### src/rtl/cai_comp_writer.sv
// CAI completion ring producer: buffers completion tuples and writes each one as a 16-byte record.
// Optional ring-full backpressure against cons_idx is enabled by defining CARBON_CAI_COMP_BACKPRESSURE_EN.
module cai_comp_writer #(
  parameter int unsigned FIFO_DEPTH = 4,
  parameter int unsigned ADDR_W     = 64
) (
  input  logic              clk,
  input  logic              rst,
  input  logic              enable,
  input  logic [ADDR_W-1:0] comp_base,
  input  logic [31:0]       comp_mask,
  input  logic              ring_clear,
  input  logic              cmp_valid,
  output logic              cmp_ready,
  input  logic [31:0]       cmp_tag,
  input  logic [15:0]       cmp_status,
  input  logic [15:0]       cmp_ext,
  input  logic [31:0]       cmp_bytes,
  output logic              mem_req,
  output logic [ADDR_W-1:0] mem_addr,
  output logic [31:0]       mem_wdata,
  output logic [3:0]        mem_wstrb,
  input  logic              mem_ack,
  input  logic              mem_err,
  output logic              comp_msg,
  output logic [31:0]       prod_idx,
  output logic              fault,
  output logic              busy,
  input  logic [31:0]       cons_idx
);

  localparam int unsigned PTR_W = (FIFO_DEPTH > 1) ? $clog2(FIFO_DEPTH) : 1;
  localparam int unsigned CNT_W = PTR_W + 1;

  typedef struct packed {
    logic [31:0] bytes;
    logic [15:0] ext;
    logic [15:0] status;
    logic [31:0] tag;
  } cmp_t;

  typedef enum logic [2:0] {S_IDLE, S_W0, S_W1, S_W2, S_W3, S_NOTIFY} state_t;

  cmp_t              fifo_mem [FIFO_DEPTH];
  logic [PTR_W-1:0]  wr_ptr, rd_ptr;
  logic [CNT_W-1:0]  count, count_nxt;
  cmp_t              hold, hold_nxt;
  state_t            state, state_nxt;
  logic              start, push, word_ack, ring_full, clear_pend;
  logic [ADDR_W-1:0] slot_addr, addr_nxt;
  logic [31:0]       wdata_nxt;

  assign push      = cmp_valid & cmp_ready;
  assign word_ack  = mem_req & mem_ack;
  assign count_nxt = count + CNT_W'(push) - CNT_W'(start);
  assign slot_addr = comp_base + (ADDR_W'(prod_idx & comp_mask) << 4);

`ifdef CARBON_CAI_COMP_BACKPRESSURE_EN
  assign ring_full = (prod_idx - cons_idx) > comp_mask;
`else
  logic unused_cons;
  assign ring_full   = 1'b0;
  assign unused_cons = ^cons_idx;
`endif

  // Tuple storage; data words need no reset.
  always_ff @(posedge clk) begin
    if (push) begin
      fifo_mem[wr_ptr] <= '{bytes: cmp_bytes, ext: cmp_ext, status: cmp_status, tag: cmp_tag};
    end
  end

  always_ff @(posedge clk or posedge rst) begin
    if (rst) state <= S_IDLE;
    else     state <= state_nxt;
  end

  // Next state, record start, and the word that the next state will present.
  always_comb begin
    state_nxt = state;
    start     = 1'b0;
    case (state)
      S_IDLE: begin
        if ((count != '0) && enable && !ring_full) begin
          start     = 1'b1;
          state_nxt = S_W0;
        end
      end
      S_W0:     if (mem_ack) state_nxt = S_W1;
      S_W1:     if (mem_ack) state_nxt = S_W2;
      S_W2:     if (mem_ack) state_nxt = S_W3;
      S_W3:     if (mem_ack) state_nxt = S_NOTIFY;
      S_NOTIFY: state_nxt = S_IDLE;
      default:  state_nxt = S_IDLE;
    endcase

    hold_nxt = start ? fifo_mem[rd_ptr] : hold;
    case (state_nxt)
      S_W0:    wdata_nxt = hold_nxt.tag;
      S_W1:    wdata_nxt = {hold_nxt.ext, hold_nxt.status};
      S_W2:    wdata_nxt = hold_nxt.bytes;
      default: wdata_nxt = 32'h0;
    endcase

    addr_nxt = mem_addr;
    if (start)                           addr_nxt = slot_addr;
    else if (word_ack && state != S_W3)  addr_nxt = mem_addr + ADDR_W'(4);
  end

  always_ff @(posedge clk or posedge rst) begin
    if (rst) begin
      wr_ptr     <= '0;
      rd_ptr     <= '0;
      count      <= '0;
      hold       <= '0;
      cmp_ready  <= 1'b1;
      busy       <= 1'b0;
      mem_req    <= 1'b0;
      mem_addr   <= '0;
      mem_wdata  <= '0;
      mem_wstrb  <= '0;
      comp_msg   <= 1'b0;
      fault      <= 1'b0;
      prod_idx   <= '0;
      clear_pend <= 1'b0;
    end else begin
      wr_ptr    <= wr_ptr + PTR_W'(push);
      rd_ptr    <= rd_ptr + PTR_W'(start);
      count     <= count_nxt;
      hold      <= hold_nxt;
      cmp_ready <= (count_nxt != CNT_W'(FIFO_DEPTH));
      busy      <= (state_nxt != S_IDLE) || (count_nxt != '0);
      mem_req   <= state_nxt inside {S_W0, S_W1, S_W2, S_W3};
      mem_addr  <= addr_nxt;
      mem_wdata <= wdata_nxt;
      mem_wstrb <= 4'hF;
      comp_msg  <= (state_nxt == S_NOTIFY);
      if (word_ack && mem_err) fault <= 1'b1;

      // A clear outside IDLE waits for the record to finish, then replaces the increment.
      if (state == S_NOTIFY) begin
        prod_idx   <= (clear_pend || ring_clear) ? 32'h0 : prod_idx + 32'd1;
        clear_pend <= 1'b0;
      end else if (ring_clear) begin
        if (state == S_IDLE) prod_idx   <= 32'h0;
        else                 clear_pend <= 1'b1;
      end
    end
  end

endmodule

### config.mk
export PLATFORM = sky130hd
export DESIGN_NAME = cai_comp_writer
export DESIGN_NICKNAME = d
export VERILOG_FILES = /design/src/rtl/cai_comp_writer.sv
export SDC_FILE = /design/constraint.sdc
export NUM_CORES = 1
export LEC_CHECK = 0
export CELL_PAD_IN_SITES_DETAIL_PLACEMENT = 1
export CELL_PAD_IN_SITES_GLOBAL_PLACEMENT = 1
export CORE_MARGIN = 2
export CORE_UTILIZATION = 46
export CTS_BUF_LIST = sky130_fd_sc_hd__clkbuf_4 sky130_fd_sc_hd__clkbuf_8
export CTS_CLUSTER_DIAMETER = 60
export CTS_CLUSTER_SIZE = 10
export DETAILED_ROUTE_END_ITERATION = 8
export PLACE_DENSITY_LB_ADDON = 0.1
export SKIP_CTS_REPAIR_TIMING = 1
export SYNTH_ARGS = -nofsm -noshare
export SYNTH_HDL_FRONTEND = slang
export SYNTH_SLANG_ARGS = --single-unit
### constraint.sdc
create_clock -name clk -period 9.8 [get_ports clk]
set_input_delay 1.96 -clock clk [delete_from_list [all_inputs] [get_ports clk]]
set_output_delay 1.96 -clock clk [all_outputs]
set_load 0.01 [all_outputs]
# --- Word level (Yosys, flattened, before mapping) ---
# Memory sizes are Yosys's and may differ from the RTL's.
# Cells that the tools add are included.
totals:
  register_bits: 241
  mem_bits_rw: 384
  input_bits: 231
  word_cells: 78
  memories: 1
mem_list:
  columns: ["memory", "words", "width", "read_ports", "rd_clocked_by_memory_dff", "wr", "line_no", "text"]
  rows:
  - ["fifo_mem", 4, 96, 1, 0, 1, "44", "cmp_t fifo_mem [FIFO_DEPTH];"]
op_classes:
  n_addsub: 7
  eq_ne: 13
  muxes: 21
  n_bitwise: 3
  reduce_logical: 15
op_table:
  columns: ["op", "n"]
  rows:
  - ["$mux 32", 4]
  - ["$mux 64", 2]
  - ["$mux 96", 1]
  - ["$pmux 32 s3", 1]
  - ["$add 64x3->64 const B", 1]
  - ["$add 64x36->64", 1]
  - ["$add 32x1->32 const B", 1]
  - ["$and 32x32->32", 1]
  - ["$mux 3", 5]
  - ["$pmux 3 s5", 1]
  - ["$eq 3x2->1 const B", 4]
  - ["$eq 3x3->1 const B", 4]
  - ["$reduce_bool 3->1", 3]
  - ["$mux 1", 7]
  - ["$eq 3x1->1 const B", 2]
  - ["$ne 3x3->1 const B", 2]
  - ["$reduce_bool 2->1", 3]
  - ["$add 2x1->2", 2]
  - ["$reduce_and 2->1", 2]
  - ["$reduce_bool 4->1", 1]
  - ["$add 3x1->3", 1]
  - ["$logic_and 1x1->1", 3]
  - ["$logic_not 3->1", 1]
  - ["$sub 3x1->3", 1]
  - ["3 further kinds", 5]

# --- Logic depth before layout (Yosys ltp) ---
depth:
  depth_word: 7
  mapped_depth: 14
  ltp_nobuf: 13

# --- Least setup slack after synthesis ---
# No wires, ideal clock.
synth_path:
  kind: "input to register"
  startpoint: "in cmp_valid"
  endpoint: "mem fifo_mem[1][0] in the netlist's numbering (enable)"
  setup_time_ns: 0.688
  arrival_time_ns: 9.078
  required_ns: 9.112
  path_slack_ns: 0.034
  path_stages: 2
  path_buffers: 0
  path_cell_list: "nand2_1 nor3b_1"
synth_between:
  elab_chain_cells: 3
synth_lines:
  columns: ["element", "line_no", "text"]
  rows:
  - ["start: declaration", "13", "input logic cmp_valid,"]
  - ["$and 1x1->1", "53", "assign push = cmp_valid & cmp_ready;"]
  - ["$mux 1", "68", "if (push) begin"]
  - ["$mux 1 (implied by the code)", "69", "fifo_mem[wr_ptr] <= '{bytes: cmp_bytes, ext: cmp_ext, status: cmp_status, tag: cmp_tag};"]
  - ["end: declaration", "44", null]
# Every way passes these cells.

# --- Final worst setup path ---
layout_path:
  startpoint: "in comp_mask[0]"
  endpoint: "reg mem_addr[60]"
layout_between:
  elab_chain_cells: 3
layout_lines:
  columns: ["element", "line_no", "text"]
  rows:
  - ["start: declaration", "11", "input logic [31:0] comp_mask,"]
  - ["$and 32x32->32", "56", "assign slot_addr = comp_base + (ADDR_W'(prod_idx & comp_mask) << 4);"]
  - ["$add 64x36->64", "56", null]
  - ["$mux 64", "106", "if (start) addr_nxt = slot_addr;"]
  - ["end signal: assignment", "134", "mem_addr <= addr_nxt;"]
  - ["end: declaration", "20", "output logic [ADDR_W-1:0] mem_addr,"]
# Every way passes these cells.
# A chain may end at the register's enable or synchronous reset.

==> flow_metrics.env <==
export IMPL_synth_compound_area_share=0.0608
export IMPL_fmax_ghz=0.203
export IMPL_cap_violations=0
export IMPL_cp_arrival_ns=5.46
export IMPL_cts_buffers=74
export IMPL_synth_top_family_by_area="simple AND/OR/NAND/NOR gates"
export IMPL_synth_top_area_share=0.425
export IMPL_final_common_cell="nand2_1"
export IMPL_clockPowerShare=0.219
export IMPL_syn_inst=2084
export IMPL_critPathCaptureType="flop"
export IMPL_mostFrequentLayoutCells="nand2_1 (511), edfxtp_1 (384), clkdlybuf4s50_1 (335), dfrtp_1 (238), o21ai_0 (102)"
export IMPL_sequentialPowerShare=0.460
export IMPL_core_area_um2=58000
export IMPL_syn_to_final_growth_pct=20.8
export IMPL_grt_pass1_wl_um=115000
export IMPL_yosys_area_top_type="edfxtp_1"
export IMPL_critPathMaxStageDelay_ns=0.45
export IMPL_drive_above_1_share=0.114
export IMPL_netSwitchingFraction=0.343
export IMPL_postSynthAreaPerCell_um2=13.0
export IMPL_filler_cell_count=5809
export IMPL_reg2regPathDepth=13
export IMPL_crit_fanout=9
export IMPL_hpwl_um=51400
export IMPL_cts_tree="built"
export IMPL_vias=18004
export IMPL_holdPathStages=2
export IMPL_die_area_um2=60900
export IMPL_worst_path_buf_inv=2
export IMPL_yosysWarnings=0
export IMPL_clockRootBuffer="clkbuf_8"
export IMPL_leakage_nw=12.6
export IMPL_die_h_um=247
export IMPL_drtAntennaViolNets=0
export IMPL_async_flop_share=0.386
export IMPL_min_period_over_period=0.502
export IMPL_crit_required_ns=10.34
export IMPL_dieWidth_um=247
export IMPL_tns_ns=0
export IMPL_drc=0
export IMPL_setup_viol=0
export IMPL_status="completed"
export IMPL_synth_yosys_seq_area_share=0.648
export IMPL_cp_depth=14
export IMPL_synthFlopType="edfxtp_1"
export IMPL_layout_nets=2681
export IMPL_crit_path_cell_trace="clkdlybuf4s50_1 > and2_1 > ha_1 > inv_1 > fa_1 > nor2b_1 > o21ai_0 > o21ai_1 > a31oi_4 > o21ai_2 > a41oi_4 > or2_1 > nor3_1 > a311oi_2"
export IMPL_rsz0062_at_grt="no"
export IMPL_gp_congestion=0.856
export IMPL_wl_um=75500
export IMPL_switchingPower_mw=2.95
export IMPL_crit_slowest_cell="clkdlybuf4s50_1"
export IMPL_antenna_found_initial=13
export IMPL_finalHoldViolations=0
export IMPL_initial_core_util=0.467
export IMPL_worstHoldPathType="flop to flop"
export IMPL_critPathTopFamily="compound AO/OA/AOI/OAI gates"
export IMPL_grt_pass1_vias=19354
export IMPL_overflow=0
export IMPL_synth_xor_area_frac=0.0407
export IMPL_std_cell_rows=88
export IMPL_synthSimpleGateAreaFrac=0.130
export IMPL_drv_slew=0
export IMPL_vdd_drop_max_mv=0.149
export IMPL_synth_area_um2=27100
export IMPL_holdPathEnd="hold[30]"
export IMPL_yosys_top_cells_area="edfxtp_1 (43%), dfrtp_1 (22%), mux4_2 (8.0%), nand2_1 (7.1%), xnor2_1 (2.5%)"
export IMPL_powerDensity_nw_per_um2=263
export IMPL_syn_nets=2355
export IMPL_synth_mux_area_frac=0.0813
export IMPL_io_buffer_count=335
export IMPL_grt_max_degree=105
export IMPL_post_drt_wl_per_cell_um=23.3
export IMPL_clockBufferDepth=3
export IMPL_regToRegStartpoint="prod_idx[0]"
export IMPL_drt_iter0_markers=1025
export IMPL_h_tree_depth=3
export IMPL_clock_sinks=625
export IMPL_combinationalPowerShare=0.322
export IMPL_clock_skew_ns=0.0346
export IMPL_worst_setup_path_type="input pin to flop"
export IMPL_p_int_mw=5.67
export IMPL_synthAdderAreaFrac=0.0190
export IMPL_via_per_inst=5.56
export IMPL_grt_usage=0.251
export IMPL_synth_seq_cells=625
export IMPL_ioPinCount=368
export IMPL_r2r_end="mem_addr[60]"
export IMPL_dr_pass1_iters=6
export IMPL_synth_cell_types=70
export IMPL_worst_pin_slew_ns=1.21
export IMPL_relSlewSlack=0.194
export IMPL_holdCritStartpoint="hold[30]"
export IMPL_path_clk_slew_ns=0.07
export IMPL_fin_crit_ns=4.92
export IMPL_synth_edff_count=384
export IMPL_cp_start_kind="input pin"
export IMPL_clk_insertion_delay_late_ns=0.69
export IMPL_worst_slack_ns=4.88
export IMPL_r2r_slack_ns=6.10
export IMPL_dp_slack_ns=4.19
## layer usage
metal / vias to the layer above / share of wire / track usage
li1: 8164 / - / -
met1: 9288 / 0.41 / 0.319
met2: 421 / 0.52 / 0.440
met3: 125 / 0.041 / 0.0369
met4: 6 / 0.027 / 0.0881
met5: - / 0.00056 / 0
## stage by stage
stage | power [mW] | util | std cells | hold slack [ns] | area, um2
after floorplan | 5.62 | - | 2084 | 0.441 | 27100
after global placement | 6.70 | 0.538 | 3099 | 0.455 | 31200
after detailed placement | 6.83 | 0.538 | 3099 | 0.462 | 31200
after CTS | 8.74 | 0.564 | 3233 | 0.481 | 32700
after global routing | 9.12 | 0.564 | 3239 | 0.498 | 32800
final | 8.63 | 0.564 | 3240 | 0.476 | 32800
## cells by family after synthesis
logic type	count (synthesis)
adders and majority gates	40
and+or+nand+nor	796
buffers and inverters	132
muxes	100
AOI/OAI and AO/OA	264
xor gates and xnor gates	126
DFF	625
other	1
## cell usage after synthesis (19+ instances only)
cell,number
a21o_1,19
a21oi_1,51
a22oi_1,32
and2_1,38
and3_1,38
clkbuf_1,66
dfrtp_1,240
edfxtp_1,384
ha_1,38
inv_1,25
mux4_2,96
nand2_1,512
nand3_1,41
nand4_1,33
nor2_1,67
nor3_1,24
o21ai_0,102
xnor2_1,76
xor2_1,50
## tightest hold or removal path: cells and delay by family, from the launching register on
kind | cells | cell delay, ns
flip-flops | 1 | 0.33
AND/OR/NAND/NOR | 2 | 0.12
## power by group through the flow
stage	Sequential, mW	Clock (mW)	Combinational [mW]
2_1_floorplan	3.95	0	1.68
3_3_place_gp	3.97	0	2.73
3_5_place_dp	4.02	0	2.81
4_1_cts	3.97	1.94	2.83
5_1_grt	4.05	2.03	3.04
6_report	3.96	1.89	2.77
## cell type report
| type | count | area, um2 | share of cell area |
|---|---|---|---|
| Sequential cell | 625 | 17600 | 0.536 |
| Multi-Input combinational cell | 1327 | 9060 | 0.277 |
| Timing Repair Buffer | 356 | 3510 | 0.107 |
| Clock buffer | 123 | 1410 | 0.0429 |
| Tap cell | 765 | 957 | 0.0292 |
| Clock inverter | 11 | 119 | 0.00363 |
| Inverter | 26 | 110 | 0.00336 |
| Antenna cell | 7 | 17.5 | 0.000535 |
## worst max path at each step
stage                     end  slack (ns)    startpoint
6_report         mem_addr[60]        4.88  comp_mask[0]
5_1_grt          mem_addr[60]        4.72  comp_mask[0]
4_1_cts          mem_addr[60]        4.93  comp_mask[0]
3_5_place_dp     mem_addr[60]        4.19  comp_mask[0]
3_3_place_gp     mem_addr[60]        4.25  comp_mask[0]
2_1_floorplan  fifo_mem[1][0]        0.03     cmp_valid
## state kept, by name, indices dropped and copies added, names as in the netlist, 2 cells and up
name / count
fifo_mem: 384
state: 3
rd_ptr: 2
prod_idx: 32
mem_wdata: 32
wr_ptr: 2
count: 3
mem_addr: 64
hold: 96
No activity file was read; power rests on OpenSTA's default activity.
